<file path="config.mk">
export PLATFORM = sky130hd
export DESIGN_NAME = dlatch_bank_snap
export DESIGN_NICKNAME = d
export VERILOG_FILES = /design/src/rtl/dlatch_bank_pkg.sv /design/src/rtl/snap_fifo.sv /design/src/rtl/dlatch_bank_snap.sv
export SDC_FILE = /design/constraint.sdc
export NUM_CORES = 1
export LEC_CHECK = 0
export ABC_AREA = 1
export BUFFER_PORTS_ARGS = -buffer_cell sky130_fd_sc_hd__buf_2
export CAP_MARGIN = 20
export CELL_PAD_IN_SITES_DETAIL_PLACEMENT = 0
export CELL_PAD_IN_SITES_GLOBAL_PLACEMENT = 1
export CORE_MARGIN = 2
export CORE_UTILIZATION = 44
export DETAILED_ROUTE_END_ITERATION = 10
export PLACE_DENSITY_LB_ADDON = 0.1
export SYNTH_ARGS = -nofsm -noshare
export SYNTH_HDL_FRONTEND = slang
export SYNTH_SLANG_ARGS = --single-unit
</file>
<file path="constraint.sdc">
create_clock -name clk -period 3 [get_ports clk]
set_input_delay 0 -clock clk [delete_from_list [all_inputs] [get_ports clk]]
set_output_delay 0 -clock clk [all_outputs]
set_load 0.02 [all_outputs]
</file>
<file path="src/rtl/dlatch_bank_pkg.sv">
// Shared constants and helpers for the dlatch_bank_snap channel bank and its
// snapshot buffer.
package dlatch_bank_pkg;

    localparam int DEF_WIDTH = 8;
    localparam int DEF_NCH   = 4;
    localparam int DEF_DEPTH = 4;

    // Bit offset of channel idx inside a packed NCH*WIDTH bus.
    function automatic int ch_lo(input int idx, input int width);
        return idx * width;
    endfunction

    // Occupancy counter width; it must be able to hold the value DEPTH itself.
    function automatic int cnt_w(input int depth);
        return $clog2(depth + 1);
    endfunction

endpackage

</file>
<file path="src/rtl/snap_fifo.sv">
// Circular snapshot buffer with a valid/ready drain, an occupancy count and a
// drop pulse for pushes that arrive while it is full.
module snap_fifo
    import dlatch_bank_pkg::*;
#(
    parameter int DW    = DEF_NCH * DEF_WIDTH,
    parameter int DEPTH = DEF_DEPTH
) (
    input  logic                     clk,
    input  logic                     rstn,
    input  logic                     push_req,
    input  logic [DW-1:0]            push_data,
    output logic                     out_valid,
    input  logic                     out_ready,
    output logic [DW-1:0]            out_data,
    output logic [cnt_w(DEPTH)-1:0]  count,
    output logic                     drop
);

    localparam int AW = $clog2(DEPTH);
    localparam int CW = cnt_w(DEPTH);

    logic [DW-1:0] mem [DEPTH];
    logic [AW-1:0] wr_ptr;
    logic [AW-1:0] rd_ptr;
    logic [CW-1:0] occ;
    logic          full;
    logic          empty;
    logic          push;
    logic          pop;

    assign full  = (occ == CW'(DEPTH));
    assign empty = (occ == '0);
    assign pop   = out_valid && out_ready;

    // A pop in the same cycle frees the slot, so a full buffer still accepts.
    assign push  = push_req && (!full || pop);
    assign drop  = rstn && push_req && full && !pop;

    assign out_valid = !empty;
    assign out_data  = empty ? '0 : mem[rd_ptr];
    assign count     = occ;

    // NOTE: state registers use non-blocking assignments so every flop samples
    // the pre-edge values regardless of the order the processes are evaluated.
    always_ff @(posedge clk) begin
        if (!rstn) begin
            wr_ptr <= '0;
            rd_ptr <= '0;
            occ    <= '0;
        end else begin
            if (push) wr_ptr <= wr_ptr + AW'(1);
            if (pop)  rd_ptr <= rd_ptr + AW'(1);
            case ({push, pop})
                2'b10:   occ <= occ + CW'(1);
                2'b01:   occ <= occ - CW'(1);
                default: occ <= occ;
            endcase
        end
    end

    // NOTE: the storage array is deliberately not reset; emptiness is tracked by
    // occ and out_data is masked to zero when empty, so stale contents never leak.
    always_ff @(posedge clk) begin
        if (rstn && push) mem[wr_ptr] <= push_data;
    end

endmodule

</file>
<file path="src/rtl/dlatch_bank_snap.sv">
// Bank of NCH clocked hold registers with per-channel load/clear, optional
// latch-style transparency, and coherent all-channel snapshots into a buffer.
module dlatch_bank_snap
    import dlatch_bank_pkg::*;
#(
    parameter int WIDTH       = DEF_WIDTH,
    parameter int NCH         = DEF_NCH,
    parameter int DEPTH       = DEF_DEPTH,
    parameter int TRANSPARENT = 0
) (
    input  logic                     clk,
    input  logic                     rstn,
    input  logic [NCH*WIDTH-1:0]     d,
    input  logic [NCH-1:0]           en,
    input  logic [NCH-1:0]           clr,
    output logic [NCH*WIDTH-1:0]     q,
    input  logic                     snap_req,
    output logic                     out_valid,
    input  logic                     out_ready,
    output logic [NCH*WIDTH-1:0]     out_data,
    output logic [cnt_w(DEPTH)-1:0]  count,
    output logic                     snap_drop
);

    localparam int DW = NCH * WIDTH;

    logic [DW-1:0] ch_q;
    logic [DW-1:0] ch_next;

    // NOTE: ch_next is given its full default before the loop so every bit is
    // assigned on every path and no latch is inferred.
    always_comb begin
        ch_next = ch_q;
        for (int i = 0; i < NCH; i++) begin
            if (clr[i]) begin
                ch_next[ch_lo(i, WIDTH) +: WIDTH] = '0;
            end else if (en[i]) begin
                ch_next[ch_lo(i, WIDTH) +: WIDTH] = d[ch_lo(i, WIDTH) +: WIDTH];
            end
        end
    end

    always_ff @(posedge clk) begin
        if (!rstn) ch_q <= '0;
        else       ch_q <= ch_next;
    end

    // In transparent mode the per-channel clr/en/hold mux is exactly ch_next,
    // which already gives clear priority over enable without touching rstn.
    generate
        if (TRANSPARENT != 0) begin : g_transparent
            assign q = ch_next;
        end else begin : g_registered
            assign q = ch_q;
        end
    endgenerate

    // Snapshots take the next-state values so they match what q shows next cycle.
    snap_fifo #(
        .DW    (DW),
        .DEPTH (DEPTH)
    ) u_fifo (
        .clk       (clk),
        .rstn      (rstn),
        .push_req  (snap_req),
        .push_data (ch_next),
        .out_valid (out_valid),
        .out_ready (out_ready),
        .out_data  (out_data),
        .count     (count),
        .drop      (snap_drop)
    );

endmodule

</file>
# Yosys cells after proc, flatten, opt, wreduce, memory -nomap -nowiden
# Memory sizes are Yosys's and may differ from the RTL's. A register that Yosys moved wholly into a read port is not among the register bits.
# Index checks and enable logic that the tools add are counted.
# word_totals
word_cells	38
inputBits	44
memories	1
latch_bits	0
rom_bits	0
register_bits	39
mem_bits_rw	128
out_inout_bits	69
# mem_list
memory	words	word_bits	read_ports	rd_clocked_by_memory_dff	write_ports	line_no	text
u_fifo.mem	4	32	1	1	1	snap_fifo.sv:23	logic [DW-1:0] mem [DEPTH];
# classes
reduce_logical	12
addsub	4
n_eq_ne	3
n_mux	14
order_cmp	0
div_mod_pow	0
n_bitwise	0
mul	0
shift	0
# ops
cell	count
2-to-1 mux 8 bit	8
2-to-1 mux 32 bit	1
logical AND 1 bit	6
case mux 3 bit (2 select lines)	1
adder 2 x 1 -> 2 bit, second input constant	2
2-to-1 mux 2 bit	2
adder 3 x 1 -> 3 bit, second input constant	1
== test 3 bit, second input constant	1
logical NOT 1 bit	3
logical NOT 3 bit	1
subtractor 3 x 1 -> 3 bit, second input constant	1
== test 2 x 1 -> 1 bit, second input constant	1
== test 2 bit, second input constant	1
2-to-1 mux 1 bit	2
nonzero test 2 bit	1
logical OR 1 bit	1

# Longest topological paths before layout
# depth
depth_word	8
depth_mapped	13
depth_no_buf	13

# By module
# Synthesis repeated with hierarchy kept, for this count alone.
# hier_totals
hier_cells	726
area_unflattened_um2	7390.8
# by_module_without_submodules
module	seq_area_each_um2	cells_per_inst	instances	area_each_um2
snap_fifo	4023.9	454	1	5472.7
dlatch_bank_snap	640.6	272	1	1918.1

# Worst setup path before layout
# OpenSTA, ideal clock, no wires.
# synth_path
path_kind	reg2reg
startpoint	reg u_fifo.occ[0] (netlist: u_fifo.count[0])
endpoint	mem u_fifo.mem[0][0] in the netlist's numbering (enable)
setup_slack_ps	329
period_less_slack_ps	2671
required_ps	2579
arrival_time_ps	2250
stages_incl_launch_ff	5
setup_ps	421
path_buffers	0
cell_sequence	dfxtp_1 -> nor2_1 -> nand2_1 -> nand3_1 -> nor2_1
# synth_between
elab_chain_len	8
elab_cells_between_ends	10
classes_between	1 x eq/ne; 2 x mux; 7 x reduce/logical
# synth_lines
item	line_no	text
from (decl)	snap_fifo.sv:26	logic [CW-1:0] occ;
from (signal assigned)	snap_fifo.sv:55	2'b10: occ <= occ + CW'(1);
from (signal assigned)	snap_fifo.sv:56	2'b01: occ <= occ - CW'(1);
logical NOT 3 bit	snap_fifo.sv:33	assign empty = (occ == '0);
logical NOT 1 bit	snap_fifo.sv:40	assign out_valid = !empty;
logical AND 1 bit	snap_fifo.sv:34	assign pop = out_valid && out_ready;
logical OR 1 bit *	snap_fifo.sv:37	assign push = push_req && (!full || pop);
logical AND 1 bit *	snap_fifo.sv:37	
logical AND 1 bit *	snap_fifo.sv:65	if (rstn && push) mem[wr_ptr] <= push_data;
2-to-1 mux 1 bit *	snap_fifo.sv:65	
2-to-1 mux 1 bit (implied by the code) *	snap_fifo.sv:65	
to (decl)	snap_fifo.sv:23	
# Mark *: on every way between the ends. The rest lies on a longest branch, timed or not.

# Worst setup path in the final report
# layout_path
startpoint	reg u_fifo.occ[0] (netlist: u_fifo.count[0])
endpoint	mem u_fifo.mem[0][2] in the netlist's numbering (enable)
# The elaborated chain is that of the path after synthesis.

==> results.json <==
{
  "outcome": "complete, no violations",
  "finalSetupViolCount": 0,
  "fill_cells": 1308,
  "synth_simple_gate_area_frac": 0.177,
  "final_area_um2": 8870,
  "syn_area_um2": 6930,
  "avgRoutedWirePerCell_um": 15.8,
  "synth_fa_ha_area_frac": 0.0119,
  "die-width_um": 130,
  "cts.sinks": 169,
  "required_ps": 3090,
  "yosysTopAreaCellShare": 0.555,
  "cts_buffers": 17,
  "synth_most_common_cell": "nor2_1",
  "vias": 5106,
  "synthXorXnorAreaFrac": 0,
  "port_buffers": 112,
  "max-vdd-ir-drop_uv": 511,
  "cts_resized": 0,
  "synthMuxAreaShare": 0,
  "avgSynthCellArea_um2": 11.0,
  "synth_top_family_by_area": "simple AND/OR/NAND/NOR gates",
  "synth_enable_flop_cells": 128,
  "avgViaCountPerCell": 4.96,
  "setup_tns_ps": 0,
  "end_kind": "register",
  "post-route-period-util": 0.725,
  "drtIter0Drc": 303,
  "grt_max_degree": 65,
  "arrival_ps": 2270,
  "firstDrtPassIters": 4,
  "finalHoldViolations": 0,
  "root_buffer": "clkbuf_16",
  "place.gp.congestion": 0.744,
  "layout_setup_ws_ps": 824,
  "ys_seq_area_frac": 0.673,
  "clkLatencyLatePin_ps": 420,
  "finalWirelength_um": 16200,
  "cts_tree": "built",
  "r2r_slack_ps": 820,
  "grt-ovfl-total": 0,
  "ys_top_cells_by_count": "206 x nor2_1, 128 x edfxtp_1, 41 x dfxtp_1",
  "min_period_ps": 2180,
  "die_h_um": 130,
  "h-tree-depth": 4,
  "cpMaxStageDelayCell": "nor2_4",
  "antenna_found_initial": 0,
  "synth_compound_area_frac": 0.0771,
  "fin_util": 0.579,
  "rsz0062_at_grt": "false",
  "min_path_type": "primary input to register",
  "crit_type": "register to register",
  "postCtsSetupRepairBufs": 0,
  "place_area_um2": 7560,
  "initial_core_util": 0.453,
  "synth_ff_type": "edfxtp_1",
  "grt_pass1_vias": 5058,
  "cp_top_family": "simple AND/OR/NAND/NOR gates",
  "clk_pin_slew_ps": 60,
  "ys_top_cells_by_area": "edfxtp_1 55%, dfxtp_1 12%, nor2_1 11%",
  "synth_top_area_cell": "edfxtp_1",
  "finClkSkew_ps": 11.1,
  "drive_above_1_share": 0.200,
  "ys_types": 22,
  "ios": 113,
  "cellLeakagePower_nw": 3.53,
  "placementRows": 45,
  "area_growth_pct": 28.0,
  "startpoint_type": "register",
  "ys_ff_latch": 169,
  "drv_slew": 0,
  "grt.total_usage": 0.205,
  "design.die.area_um2": 16800,
  "route.detailed.drc": 0,
  "synth_nets": 683,
  "worst_pin_slew_ps": 825,
  "coreArea_um2": 15300,
  "cts_buffer_depth": 2,
  "dp_hpwl_um": 10300,
  "grt_pass1_wl_um": 25800,
  "ant_nets": 0,
  "netlist_instances": 633,
  "nNetsFinal": 856,
  "path_max_fanout": 20,
  "async_reset_ff_frac": 0,
  "antenna_cells": 0,
  "yosysWarnings": 0,
  "max_freq_ghz": 0.460,
  "slew_headroom": 0.445,
  "whs_ps": 156,
  "post-place-ws_ps": 788,
  "cp_num_buf_inv": 1,
  "max_stage_delay_ps": 460,
  "power_density_nw_per_um2": 774,
  "max_cap_violations": 0,
  "path_cells": "nor2_1 > nand2_1 > nand3_1 > nor2_4 > buf_4"
}
-- cell families after synthesis --
family / after synthesis
buffers and inverters: 63
adder cells (fa/ha/maj): 6
AND/OR/NAND/NOR: 292
flip-flops: 169
AO/OA/AOI/OAI: 103
-- registers in the layout, indices dropped and copies added (netlist names), named ones only --
name           cells
u_fifo.wr_ptr      2
u_fifo.mem       128
u_fifo.rd_ptr      2
q                 32
u_fifo.count       3
-- where the power goes --
part	internal (W)	leakage (nW)	switching (W)
Sequential	0.00264	1.52	0.0000506
Combinational	0.000590	1.70	0.00130
Clock	0.00142	0.302	0.000866
-- metrics by stage --
step,power [W],instances
floorplan,0.00412,633
global placement,0.00456,928
detailed placement,0.00460,929
CTS,0.00693,1030
global route,0.00721,1030
finish,0.00686,1030
-- cell type report --
class | instances | area (um^2) | share of cell area
clock buffer | 21 | 450 | 0.0508
clock inverter | 11 | 169 | 0.0190
inverter | 24 | 90.1 | 0.0102
multi-input combinational | 401 | 1870 | 0.211
sequential | 169 | 4670 | 0.526
tap | 211 | 264 | 0.0298
timing repair buffer | 193 | 1360 | 0.153
-- worst register-to-register path: cells and delay by family, from the launching register on --
| kind | cells | cell delay (ps) |
|---|---|---|
| buf+inv | 1 | 380 |
| flops | 1 | 390 |
| simple gates | 4 | 1080 |
-- per-layer routing --
metal	vias to the layer above	share of wire	global-route usage	wire (um)
met5	-	0	0	0
met4	0	0.0054	0.0614	87
met3	6	0.052	0.0475	852
met2	123	0.48	0.333	7800
met1	2421	0.46	0.276	7490
li1	2556	-	-	-
-- what timing repair did --
action                     CTS  global route
hold endpoints to repair    41             0
setup endpoints to repair    0             0
hold buffers                69             0
-- path summary, 6_finish.rpt --
kind,startpoint,endpoint,depth (start not counted)
worst max-delay path,u_fifo.count[0],u_fifo.mem[0][2],5
worst min register to register,u_fifo.count[0],u_fifo.count[0],1
worst min-delay path,clr[1],u_fifo.mem[0][12],2
worst max register to register,u_fifo.count[0],u_fifo.mem[0][2],5
-- layout by cell type, fill, tap and decap left out --
| cell | count |
|---|---|
| nor2_1 | 202 |
| edfxtp_1 | 128 |
| buf_2 | 112 |
| dlygate4sd3_1 | 69 |
| o21ai_1 | 40 |
| dfxtp_1 | 40 |
| a21oi_1 | 32 |
| nor3_1 | 32 |
| nor4_1 | 32 |
| o21ai_0 | 26 |
| inv_1 | 22 |
| clkbuf_16 | 17 |
| nand2_1 | 16 |
| buf_4 | 11 |
| nand3_1 | 6 |
| a21oi_2 | 5 |
| ha_1 | 5 |
| nor2_4 | 4 |
| bufinv_16 | 4 |
| clkinv_2 | 3 |
| clkbuf_1 | 3 |
| inv_6 | 2 |
| clkinv_1 | 1 |
| inv_2 | 1 |
| fa_1 | 1 |
| dfxtp_2 | 1 |
| clkbuf_8 | 1 |
| clkinv_4 | 1 |
| clkinvlp_4 | 1 |
| buf_16 | 1 |
No activity file was read; power rests on OpenSTA's default activity.
